`src/rtl/uart_pkg.sv`:
```
// uart_pkg: shared UART state encoding, register map constants and baud helper.
package uart_pkg;
  typedef logic [2:0] tx_state_t;
  localparam tx_state_t ST_IDLE   = 3'd0;
  localparam tx_state_t ST_START  = 3'd1;
  localparam tx_state_t ST_DATA   = 3'd2;
  localparam tx_state_t ST_PARITY = 3'd3;
  localparam tx_state_t ST_STOP   = 3'd4;
  localparam logic [31:0] UART_TX_ADDR   = 32'h1000_0000;
  localparam logic [31:0] UART_STAT_ADDR = 32'h1000_0004;
  localparam int RX_VALID = 0;
  localparam int TX_BUSY  = 1;
  function automatic int calc_clks_per_bit(input int clk_freq, input int baud);
    return clk_freq / baud;
  endfunction
endpackage

```
`src/rtl/uart_tx_fifo.sv`:
```
// uart_tx_fifo: synchronous FIFO, extra pointer bit distinguishes full from empty.
module uart_tx_fifo #(
  parameter int DEPTH = 4,
  parameter int WIDTH = 8
) (
  input  logic             clk,
  input  logic             rst,
  input  logic             push_i,
  input  logic             pop_i,
  input  logic [WIDTH-1:0] wdata_i,
  output logic [WIDTH-1:0] rdata_o,
  output logic             full_o,
  output logic             empty_o
);
  localparam int AW = $clog2(DEPTH);
  logic [AW:0]      wr_q, rd_q;
  logic [WIDTH-1:0] mem_q [DEPTH];
  assign full_o  = (wr_q ^ rd_q) == {1'b1, {AW{1'b0}}};
  assign empty_o = wr_q == rd_q;
  assign rdata_o = mem_q[rd_q[AW-1:0]];
  // pointer update; full/empty are sampled before this edge's push/pop
  always_ff @(posedge clk or negedge rst) begin
    if (!rst) begin
      wr_q <= '0;
      rd_q <= '0;
    end else begin
      if (push_i && !full_o) wr_q <= wr_q + (AW+1)'(1);
      if (pop_i && !empty_o) rd_q <= rd_q + (AW+1)'(1);
    end
  end
  // storage needs no reset, only the pointers define validity
  always_ff @(posedge clk) begin
    if (push_i && !full_o) mem_q[wr_q[AW-1:0]] <= wdata_i;
  end
endmodule

```
`src/rtl/uart_tx_core.sv`:
```
// uart_tx_core: buffered 8N1 UART transmitter; UART_TX_PARITY_EN adds an even parity bit.
module uart_tx_core
  import uart_pkg::*;
#(
  parameter int CLK_FREQ     = 100000000,
  parameter int BAUD         = 115200,
  parameter int CLKS_PER_BIT = calc_clks_per_bit(CLK_FREQ, BAUD),
  parameter int FIFO_DEPTH   = 4
) (
  input  logic       clk,
  input  logic       rst,
  input  logic [7:0] tx_data,
  input  logic       tx_we,
  output logic       tx_busy,
  output logic       tx_idle,
  output logic       tx_overflow,
  output logic       txd
);
  localparam int BW = $clog2(CLKS_PER_BIT);
  tx_state_t state_q, state_d;
  logic [BW-1:0] baud_q, baud_d;
  logic [2:0]    bit_q, bit_d;
  logic [7:0]    shift_q, shift_d, head;
  logic          txd_q, txd_d, ovf_q, full, empty, wrap, load;
`ifdef UART_TX_PARITY_EN
  logic          par_q, par_d;
`endif

  uart_tx_fifo #(.DEPTH(FIFO_DEPTH), .WIDTH(8)) u_fifo (
    .clk    (clk),
    .rst    (rst),
    .push_i (tx_we),
    .pop_i  (load),
    .wdata_i(tx_data),
    .rdata_o(head),
    .full_o (full),
    .empty_o(empty)
  );

  assign wrap = baud_q == BW'(CLKS_PER_BIT - 1);
  assign load = !empty && (state_q == ST_IDLE || (state_q == ST_STOP && wrap));

  // frame sequencing; a pop on the last stop cycle chains frames with no idle gap
  always_comb begin
    state_d = state_q;
    baud_d  = (wrap || load || state_q == ST_IDLE) ? '0 : baud_q + BW'(1);
    bit_d   = bit_q;
    shift_d = shift_q;
    if (load) begin
      state_d = ST_START;
      shift_d = head;
      bit_d   = '0;
    end else if (wrap) begin
      case (state_q)
        ST_START: state_d = ST_DATA;
        ST_DATA: begin
          shift_d = {1'b0, shift_q[7:1]};
          bit_d   = bit_q + 3'd1;
`ifdef UART_TX_PARITY_EN
          if (bit_q == 3'd7) state_d = ST_PARITY;
`else
          if (bit_q == 3'd7) state_d = ST_STOP;
`endif
        end
`ifdef UART_TX_PARITY_EN
        ST_PARITY: state_d = ST_STOP;
`endif
        default: state_d = ST_IDLE;
      endcase
    end
  end

`ifdef UART_TX_PARITY_EN
  assign par_d = load ? ^head : par_q;
  assign txd_d = state_d == ST_START  ? 1'b0 :
                 state_d == ST_DATA   ? shift_d[0] :
                 state_d == ST_PARITY ? par_d : 1'b1;
`else
  assign txd_d = state_d == ST_START ? 1'b0 :
                 state_d == ST_DATA  ? shift_d[0] : 1'b1;
`endif

  // state registers; reset abandons any frame and forces the line high at once
  always_ff @(posedge clk or negedge rst) begin
    if (!rst) begin
      state_q <= ST_IDLE;
      baud_q  <= '0;
      bit_q   <= '0;
      shift_q <= '0;
      txd_q   <= 1'b1;
      ovf_q   <= 1'b0;
`ifdef UART_TX_PARITY_EN
      par_q   <= 1'b0;
`endif
    end else begin
      state_q <= state_d;
      baud_q  <= baud_d;
      bit_q   <= bit_d;
      shift_q <= shift_d;
      txd_q   <= txd_d;
      ovf_q   <= tx_we && full;
`ifdef UART_TX_PARITY_EN
      par_q   <= par_d;
`endif
    end
  end

  assign txd         = txd_q;
  assign tx_overflow = ovf_q;
  assign tx_busy     = full;
  assign tx_idle     = state_q == ST_IDLE && empty;
endmodule

```
`config.mk`:
```
export PLATFORM = sky130hd
export DESIGN_NAME = uart_tx_core
export DESIGN_NICKNAME = d
export VERILOG_FILES = /design/src/rtl/uart_pkg.sv /design/src/rtl/uart_tx_fifo.sv /design/src/rtl/uart_tx_core.sv
export SDC_FILE = /design/constraint.sdc
export NUM_CORES = 1
export LEC_CHECK = 0
export BUFFER_PORTS_ARGS = -buffer_cell sky130_fd_sc_hd__buf_2
export CAP_MARGIN = 25
export CORE_MARGIN = 2
export CORE_UTILIZATION = 60
export DETAILED_ROUTE_END_ITERATION = 7
export PLACE_DENSITY = 0.85
export SLEW_MARGIN = 20
export SYNTH_ARGS = -nofsm -noshare
export SYNTH_HDL_FRONTEND = slang
export SYNTH_HIERARCHICAL = 1
export SYNTH_SLANG_ARGS = --single-unit
```
`constraint.sdc`:
```
create_clock -name clk -period 5.38 [get_ports clk]
set_input_delay 0.538 -clock clk [delete_from_list [all_inputs] [get_ports clk]]
set_output_delay 0.538 -clock clk [all_outputs]
set_load 0.01 [all_outputs]
```
==> summary.txt, run 1 <==
Critical path
  – Slowest cell on crit path: dfrtp_1
  – Arrival @ worst endpoint: 2.42 ns
  – FF-to-FF setup slack: 2.44 ns
  – Crit path cell chain: xor2_4, nor3_1, nor4b_1, buf_2
  – Worst setup path category: register to output pin
  – Crit start category: register
  – CP Data Required Time: 4.84 ns
  – Critical Path Sink Type: output pin
  – Slowest stage delay, CP: 0.90 ns
  – Worst setup path startpoint: u_fifo/rd_q[0]
  – Worst R2R Start: baud_q[0]
  – Crit Path Max Fanout: 12

Global routing
  – Largest net degree at the start of global routing: 33
  – First-pass GRT wire length: 7.96 mm
  – Grt ovf: 0
  – Vias in the first global route: 1720
  – GRT busiest layer: met2
  – Met3 GRT Util: 6.72%
  – Met1 usage: 25.1%
  – Global Route met2 Usage: 33.2%
  – Total Routing Usage GR: 20.4%
  – Antenna violations before repair: 0

Detailed routing
  – DRT Pass-1 Iters: 4
  – DRC errors left: 0
  – DRT antenna net count: 0
  – Vias: 1698
  – Wire length per cell: 17.1 um
  – DRT iter0 DRCs: 144
  – Total Wirelength: 4.85 mm
  – Via density: 6.00

Yosys
  – Synth cell types: 43
  – Syn. warnings: 6
  – Syn Area/Cell: 14.3 sq um
  – Syn_nets: 223
  – Cell Area, Synth: 0.00291 sq mm
  – Xor/xnor share of the synthesized area: 6.27%
  – Top-area cell type share of the netlist area: 33.0%
  – Largest family of logic cells by synthesized area: compound AO/OA/AOI/OAI gates
  – Post-synth top area cell: edfxtp_1
  – Post-Synth Adder-Cell Area: 3.43%
  – Seq cells post-synth: 64
  – Gate Count Post-Synth: 204
  – FFs w/ async S/R, synth: 50.0%
  – Ys flop type: edfxtp_1
  – EDFF count, synth: 32
  – Sequential area share after synthesis: 60.5%
  – Synth top area cells: edfxtp_1 (33%), dfrtp_1 (27%), mux4_2 (6.2%)
  – Mux contribution to synthesized area: 7.56%
  – Synth Area in Simple Gates: 8.84%
  – Compound-Gate Fraction of Synth Area: 10.6%

Timing
  – Worst Clk Skew: 0.00687 ns
  – Peak Freq: 339 MHz
  – Setup TNS: 0 ns
  – Tightest Pin Transition: 0.849 ns
  – Min cycle time layout: 2.95 ns
  – Final Max Tran Viols: 0
  – RSZ-0062 raised after global routing: false
  – Relative slew slack: 43.4%
  – Final Hold Viols: 0
  – # setup viols final: 0
  – Final worst-path cycle share: 54.9%

Placed design
  – GP Congestion: 0.798
  – Placed insts: 266
  – HPWL Detailed: 3.29 mm
  – Count of input and output buffers: 14

Die
  – Initial core utilization: 62.1%
  – Die Height: 73.7 um
  – Num rows: 25
  – Core Area: 0.00469 sq mm
  – Die ar.: 0.00543 sq mm
  – Die X: 73.7 um
  – Boundary Pins: 15

CTS
  – Post-CTS Hold Fix Bufs: 0
  – Post-CTS Setup Inserts: 0
  – CTS tree: yes
  – CTS Sinks: 64
  – Htree depth: 3
  – Clock buffer count from CTS: 9
  – Resized Gates After CTS: 0
  – Worst skew pair latency: 0.33 ns
  – Root Buffer: clkbuf_8
  – Clk slew on worst S/H paths: 0.07 ns
  – Deepest clock path buffer count: 2

Min path
  – Hold WC Path Type: input pin to asynchronous set/reset pin

Cells and area
  – Most frequent cells in the layout: edfxtp_1 (32), dfrtp_1 (31), nor2_1 (15), buf_2 (15), nand2_1 (10)
  – Final Instance Count excl. Fillers: 283
  – Fill cells: 327
  – Final Net Count: 243
  – P&R area growth vs syn: 9.66%
  – Antenna cells: 0
  – Most common library cell in the layout ignoring fill and taps: edfxtp_1
  – Share of post-route cells with drive strength above 1: 22.7%

Power
  – Pwr Density: 515 mW/mm^2
  – Worst VDD drop: 0.338 mV
  – Static leakage: 1.29 nW

Run status
  – Status: finished, final reports clean

Flow run
  – Max_cap viols: 0
==> path summary, 6_finish.rpt <==
check	endpoint	cells after the start
min	bit_q[2]	1
max reg2reg	shift_q[5]	7
min reg2reg	shift_q[3]	1
max in group asynchronous	baud_q[6]	1
max	tx_idle	4
min in group clk	u_fifo/mem_q[3][7]	1
==> layout make-up <==
| cell class | instances | area [sq um] | share of cell area [%] |
|---|---|---|---|
| clock buffers | 9 | 124 | 3.88 |
| clock inverters | 7 | 47.5 | 1.49 |
| well taps | 54 | 67.6 | 2.11 |
| repair buffers | 17 | 90.1 | 2.82 |
| multi-input cells | 125 | 1080 | 33.7 |
| flip-flops and latches | 64 | 1760 | 55.2 |
| inverters | 7 | 26.3 | 0.822 |
==> per-layer routing <==
metal	vias up	wire length (um)	share of wire, %
li1	802	-	-
met1	844	2050	42
met2	46	2480	51
met3	6	260	5.4
met4	0	68	1.4
met5	-	0	0
==> logic make-up (layout without fill, tap and decap cells) <==
| logic type | count (synthesis) | count (layout) |
|---|---|---|
| compound gates | 37 | 37 |
| mux | 12 | 12 |
| xor+xnor | 17 | 17 |
| flops | 64 | 64 |
| simple gates | 51 | 51 |
| buf+inv | 15 | 40 |
| fa+ha+maj | 8 | 8 |
==> registers in the layout, summed over array words and instances, names as in the netlist <==
signal        count
shift_q           8
u_fifo/wr_q       3
baud_q           10
bit_q             3
txd               1
u_fifo/mem_q     32
u_fifo/rd_q       3
tx_overflow       1
state_q           3
==> report_power, final <==
group          total, W  internal (W)  switching, W
logic          0.000507      0.000243      0.000263
registers      0.000788      0.000654      0.000134
clock network  0.000352      0.000166      0.000186
==> synth_stat cells (all sizes together) (6+ instances only) <==
| cell | instances |
|---|---|
| a21o | 6 |
| nor2 | 15 |
| xnor2 | 9 |
| xor2 | 8 |
| dfrtp | 31 |
| mux4 | 8 |
| edfxtp | 32 |
| o31ai | 7 |
| inv | 7 |
| ha | 8 |
| a22o | 6 |
| nand2 | 10 |
| nand3 | 6 |
==> worst max-delay path: cells and delay by family (launching register included) <==
kind / cells / cell delay [ns]
flops: 1 / 0.90
simple gates: 2 / 0.78
xor+xnor: 1 / 0.20
buf+inv: 1 / 0.20
==> through the flow <==
step	area, sq um	utilization (%)	hold WS, ns	power [W]	worst slack (ns)
after floorplan	2910	-	0.242	0.00118	2.79
after global placement	3010	64.2	0.461	0.00127	2.25
after detailed placement	3020	64.3	0.471	0.00130	2.11
after CTS	3190	67.9	0.266	0.00166	2.10
after global routing	3200	68.1	0.296	0.00174	2.23
final	3200	68.1	0.245	0.00165	2.43
Power figures use the tool's default switching activity.
==> inputs of run 2 (changes only) <==
CORE_UTILIZATION = 54   (was 60)
PLACE_DENSITY = 0.81   (was 0.85)
clock period = 2.4 ns   (was 5.38 ns; I/O delays follow)
==> summary.txt, run 2 (synthesized netlist as in run 1, its figures left out) <==
Cells and area
  – Antenna cells: 0 (unchanged)
  – Most frequent cells in the layout: edfxtp_1 (32), dfrtp_1 (31), buf_4 (21) (was edfxtp_1 (32), dfrtp_1 (31), nor2_1 (15), buf_2 (15), nand2_1 (10))
  – Max reg flops: 32 (unchanged)
  – Design Area, Final: 0.00352 sq mm (was 0.00320 sq mm)
  – Most common library cell in the layout ignoring fill and taps: edfxtp_1 (unchanged)
  – P&R area growth vs syn: 20.8% (was 9.66%)
  – Final Net Count: 264 (was 243)
  – Share of post-route cells with drive strength above 1: 32.8% (was 22.7%)

Detailed routing
  – Wire length per cell: 16.2 um (was 17.1 um)
  – DRT Pass-1 Iters: 4 (unchanged)
  – DRC errors left: 0 (unchanged)
  – DRT antenna net count: 0 (unchanged)
  – DRT iter0 DRCs: 124 (was 144)
  – Via density: 5.50 (was 6.00)
  – Total Wirelength: 5.17 mm (was 4.85 mm)
  – Vias: 1759 (was 1698)

Min path
  – Hold path depth: 1
  – Hold WC Path Type: input pin to register (was input pin to asynchronous set/reset pin)

Die
  – Die Height: 77.5 um (was 73.7 um)
  – Die ar.: 0.00600 sq mm (was 0.00543 sq mm)
  – Core Area: 0.00517 sq mm (was 0.00469 sq mm)
  – Boundary Pins: 15 (unchanged)
  – Initial core utilization: 56.3% (was 62.1%)
  – Num rows: 26 (was 25)
  – Die X: 77.5 um (was 73.7 um)

Timing
  – Relative slew slack: 50.2% (was 43.4%)
  – Final worst-path cycle share: 101%
  – Tightest Pin Transition: 0.743 ns (was 0.849 ns)
  – # setup viols final: 1 (was 0)
  – Final WS setup: -0.0209 ns (was 2.43 ns)
  – Final Hold Viols: 0 (unchanged)
  – Hold Slack: 0.113 ns (was 0.245 ns)
  – Peak Freq: 413 MHz
  – RSZ-0062 raised after global routing: true (was false)
  – Min cycle time layout: 2.42 ns
  – Worst Clk Skew: 0.00561 ns (was 0.00687 ns)
  – Final Max Tran Viols: 0 (unchanged)

Critical path
  – Worst R2R Start: baud_q[1] (was baud_q[0])
  – Worst Setup EP: shift_q[6] (was tx_idle)
  – Worst setup path category: register to register (was register to output pin)
  – Worst setup path startpoint: baud_q[1] (was u_fifo/rd_q[0])
  – Critical Path Sink Type: register (was output pin)
  – Crit Path Max Fanout: 7 (was 12)
  – CP Data Required Time: 2.68 ns (was 4.84 ns)
  – FF-to-FF setup slack: -0.02 ns (was 2.44 ns)
  – Worst-case reg-to-reg path depth: 8 (was 7)
  – FF-to-FF End: shift_q[6] (was shift_q[5])
  – Crit start category: register (unchanged)
  – Arrival @ worst endpoint: 2.70 ns (was 2.42 ns)

Global routing
  – Grt ovf: 0 (unchanged)
  – Global Route met2 Usage: 28.3% (was 33.2%)
  – Vias in the first global route: 1790 (was 1720)
  – Largest net degree at the start of global routing: 33 (unchanged)
  – Met1 usage: 25.4% (was 25.1%)
  – Total Routing Usage GR: 19.1% (was 20.4%)
  – Antenna violations before repair: 0 (unchanged)
  – Met3 GRT Util: 5.47% (was 6.72%)
  – GRT busiest layer: met2 (unchanged)
  – First-pass GRT wire length: 8.66 mm (was 7.96 mm)

Run status
  – Failing checks: setup timing
  – Status: complete, but fails checks (was finished, final reports clean)

Placed design
  – Count of input and output buffers: 14 (unchanged)
  – HPWL Detailed: 3.35 mm (was 3.29 mm)
  – Area after DPL: 0.00319 sq mm (was 0.00302 sq mm)
  – GP Congestion: 0.788 (was 0.798)

CTS
  – Clk slew on worst S/H paths: 0.07 ns (about the same)
  – CTS Sinks: 64 (unchanged)
  – Clock buffer count from CTS: 9 (unchanged)
  – CTS tree: yes (unchanged)
  – Root Buffer: clkbuf_8 (unchanged)
  – Deepest clock path buffer count: 2 (unchanged)
  – Htree depth: 3 (unchanged)
  – Worst skew pair latency: 0.34 ns (was 0.33 ns)

Flow run
  – Max_cap viols: 0 (unchanged)

Power
  – Static leakage: 1.45 nW (was 1.29 nW)
  – Pwr Density: 1200 mW/mm^2 (was 515 mW/mm^2)
  – Worst VDD drop: 0.612 mV (was 0.338 mV)
run 2: repair_timing:
item,CTS,global route
hold buffers,1,0
pin swaps,0,2
endpoints found under the hold margin,31,0
setup endpoints to repair,9,10
gates resized for setup,1,10
gates cloned,0,1
setup buffers,0,4
run 2: critical path: stages, from the launching register on:
cell and delay [ns]:
dfrtp_1 0.40, ha_4 0.16, or4b_4 0.46, or3_4 0.37, a2111oi_4 0.41, buf_4 0.19, clkbuf_16 0.13, a22o_1 0.16
a21o_1 0.08
run 2: metal layers:
metal / wire (um) / vias up
met5: 0 / -
met4: 57 / 0
met3: 166 / 7
met2: 2570 / 23
met1: 2380 / 885
li1: - / 844
run 2: area by class of cell:
type / count / area (sq um)
inverter: 7 / 26.3
tap: 70 / 87.6
clock buffer: 10 / 128
multi-input combinational: 125 / 1140
clock inverter: 6 / 85.1
fill: 352 / 1650
timing repair buffer: 38 / 288
sequential: 64 / 1760
run 2: power by group:
group | internal [W] | switching [W] | total, W
sequential | 0.00147 | 0.000206 | 0.00167
combinational | 0.000792 | 0.000782 | 0.00157
clock | 0.000581 | 0.000407 | 0.000988
run 2: through the flow:
stage               instances  utilization, %  power [W]  worst slack, ns  setup TNS (ns)
floorplan                 204               -    0.00266           -0.105          -0.393
global placement          298            61.6    0.00306           0.0610               0
detailed placement        298            61.7    0.00312          -0.0101         -0.0387
CTS                       315            66.1    0.00413          0.00658               0
global route              320            68.0    0.00451           -0.126          -0.994
finish                    320            68.0    0.00424          -0.0209         -0.0209
run 2: how the worst min path moves through the flow:
stage	to	slack, ns	from
global placement	state_q[0]	0.33	rst
floorplan	baud_q[0]	-0.06	rst
global route	u_fifo/mem_q[1][7]	0.1	tx_data[7]
CTS	u_fifo/mem_q[0][4]	0.09	tx_data[4]
detailed placement	bit_q[0]	0.34	rst
finish	u_fifo/mem_q[3][7]	0.11	tx_data[7]
==> inputs of run 3 (changes only) <==
SKIP_LAST_GASP = 1   (was unset)
==> summary.txt, run 3 (synthesized netlist as in run 1, its figures left out) <==
Global routing
  – Vias in the first global route: 1790 (unchanged)
  – Largest net degree at the start of global routing: 33 (unchanged)
  – First-pass GRT wire length: 8.66 mm (unchanged)
  – Grt ovf: 0 (unchanged)
  – Total Routing Usage GR: 19.1% (unchanged)
  – Antenna violations before repair: 0 (unchanged)

Timing
  – Final WS setup: -0.0201 ns (was -0.0209 ns)
  – Relative slew slack: 50.3% (was 50.2%)
  – Final Hold Viols: 0 (unchanged)
  – Final Max Tran Viols: 0 (unchanged)
  – Min cycle time layout: 2.42 ns (about the same)
  – Final worst-path cycle share: 101% (about the same)
  – RSZ-0062 raised after global routing: true (unchanged)
  – Peak Freq: 413 MHz (about the same)
  – Hold Slack: 0.109 ns (was 0.113 ns)
  – Tightest Pin Transition: 0.742 ns (was 0.743 ns)
  – # setup viols final: 2 (was 1)
  – Worst Clk Skew: 0.00530 ns (was 0.00561 ns)

Min path
  – Hold wc startpoint: tx_data[7] (unchanged)
  – Hold path depth: 1 (unchanged)
  – Hold Path Sink: u_fifo/mem_q[3][7] (unchanged)
  – Hold WC Path Type: input pin to register (unchanged)

Detailed routing
  – DRT antenna net count: 0 (unchanged)
  – Total Wirelength: 5.16 mm (was 5.17 mm)
  – Wire length per cell: 16.1 um (was 16.2 um)
  – DRC errors left: 0 (unchanged)
  – DRT iter0 DRCs: 129 (was 124)
  – DRT Pass-1 Iters: 4 (unchanged)
  – Vias: 1776 (was 1759)
  – Via density: 5.55 (was 5.50)

Cells and area
  – Combined area of the multi-input logic cells: 0.00112 sq mm (was 0.00114 sq mm)
  – Register Area: 0.00176 sq mm (unchanged)
  – P&R area growth vs syn: 20.1% (was 20.8%)
  – Most frequent cells in the layout: edfxtp_1 (32), dfrtp_1 (31), buf_4 (21) (unchanged)
  – Util after Layout: 67.7% (was 68.0%)
  – Antenna cells: 0 (unchanged)
  – Fill cells: 350 (was 352)
  – Share of post-route cells with drive strength above 1: 31.2% (was 32.8%)
  – Max reg flops: 32 (unchanged)
  – Most common library cell in the layout ignoring fill and taps: edfxtp_1 (unchanged)
  – Final Net Count: 264 (unchanged)

Power
  – Pwr Density: 1200 mW/mm^2 (about the same)
  – Static leakage: 1.44 nW (was 1.45 nW)
  – Worst VDD drop: 0.613 mV (was 0.612 mV)
  – Total Power: 0.00422 W (was 0.00424 W)

Die
  – Die ar.: 0.00600 sq mm (unchanged)
  – Num rows: 26 (unchanged)
  – Core Area: 0.00517 sq mm (unchanged)
  – Initial core utilization: 56.3% (unchanged)
  – Die Height: 77.5 um (unchanged)
  – Die X: 77.5 um (unchanged)
  – Boundary Pins: 15 (unchanged)

Placed design
  – Pre-CTS WS: -0.0101 ns (unchanged)
  – HPWL Detailed: 3.35 mm (unchanged)
  – Count of input and output buffers: 14 (unchanged)
  – GP Congestion: 0.788 (unchanged)

Critical path
  – Slowest cell on crit path: or4b_4 (unchanged)
  – Crit path cell chain: ha_4, or4b_4, or3_4, a2111oi_4, buf_4, clkbuf_16, a22o_1, a21o_1 (unchanged)
  – CP Data Required Time: 2.69 ns (was 2.68 ns)
  – Crit start category: register (unchanged)
  – Worst path depth: 8 (unchanged)
  – CP Buf/Inv Count: 2 (unchanged)
  – Worst-case reg-to-reg path depth: 8 (unchanged)
  – FF-to-FF setup slack: -0.02 ns (about the same)
  – Worst setup path category: register to register (unchanged)
  – Critical Path Sink Type: register (unchanged)
  – Worst R2R Start: baud_q[1] (unchanged)
  – Crit path max-delay family: simple AND/OR/NAND/NOR gates (unchanged)
  – Crit Path Max Fanout: 7 (unchanged)
  – Arrival @ worst endpoint: 2.71 ns (was 2.70 ns)
  – FF-to-FF End: shift_q[6] (unchanged)
  – Slowest stage delay, CP: 0.46 ns (about the same)

Run status
  – Status: complete, but fails checks (unchanged)
  – Failing checks: setup timing (unchanged)

CTS
  – Deepest clock path buffer count: 2 (unchanged)
  – Htree depth: 3 (unchanged)
  – Worst skew pair latency: 0.34 ns (about the same)
  – CTS tree: yes (unchanged)
  – CTS Sinks: 64 (unchanged)
  – Clock buffer count from CTS: 9 (unchanged)
  – Clk slew on worst S/H paths: 0.07 ns (about the same)
  – Root Buffer: clkbuf_8 (unchanged)

Flow run
  – Max_cap viols: 0 (unchanged)
run 3: cell types whose count changed in the layout (fill, tap and decap cells not counted):
cell	change
nand2_1	+2
nand2_2	-2
nor2_2	+1
o31ai_2	-2
nor2_4	-1
o31ai_1	+2
run 3: layout make-up:
| class | instances | share of cell area (%) |
|---|---|---|
| Tap cell | 70 | 2.50 |
| Multi-Input combinational cell | 125 | 32.1 |
| Timing Repair Buffer | 38 | 8.22 |
| Clock inverter | 6 | 2.43 |
| Inverter | 7 | 0.751 |
| Sequential cell | 64 | 50.4 |
| Clock buffer | 10 | 3.65 |
run 3: routing by layer:
metal  vias to the layer above  global-route usage (%)  wire length (um)  share of wire, %
met3                         9                    5.47               174               3.4
met5                         -                       0                 0                 0
met1                       896                    25.4              2360                46
met4                         0                    10.9                69               1.3
met2                        28                    28.3              2560                50
li1                        843                       -                 -                 -
run 3: worst max path at each step:
| stage | startpoint | to | slack [ns] |
|---|---|---|---|
| floorplan | baud_q[0] | txd | -0.10 |
| global placement | baud_q[1] | shift_q[2] | 0.06 |
| detailed placement | baud_q[0] | shift_q[4] | -0.01 |
| CTS | baud_q[0] | shift_q[5] | 0.007 |
| global route | baud_q[1] | shift_q[6] | -0.13 |
| finish | baud_q[1] | shift_q[6] | -0.02 |
run 3: worst reg2reg max path: stages, from the launching register on:
cell and delay (ns):
dfrtp_1 0.40, ha_4 0.16, or4b_4 0.46, or3_4 0.37, a2111oi_4 0.41, buf_4 0.19, clkbuf_16 0.14, a22o_1 0.16
a21o_1 0.08
run 3: stage by stage:
step / instance area (sq um) / cells / setup TNS, ns
2_1_floorplan: 2930 / 204 / -0.393
3_3_place_gp: 3190 / 298 / 0
3_5_place_dp: 3190 / 298 / -0.0387
4_1_cts: 3420 / 315 / 0
5_1_grt: 3500 / 320 / -1.04
6_report: 3500 / 320 / -0.0256
run 3: power breakdown:
group | internal (W) | switching, W | total, W | leakage (nW)
registers | 0.00147 | 0.000206 | 0.00167 | 0.702
clock network | 0.000581 | 0.000410 | 0.000991 | 0.104
logic | 0.000784 | 0.000768 | 0.00155 | 0.635
total | 0.00283 | 0.00138 | 0.00422 | 1.44
run 3: repair_timing:
| item | in CTS | in global routing |
|---|---|---|
| gates resized for setup | 1 | 5 |
| hold endpoints to repair | 31 | 0 |
| cloned | 0 | 1 |
| setup endpoints to repair | 9 | 10 |
| pin swaps | 0 | 2 |
| buffers inserted | 0 | 4 |
| hold buffers | 1 | 0 |
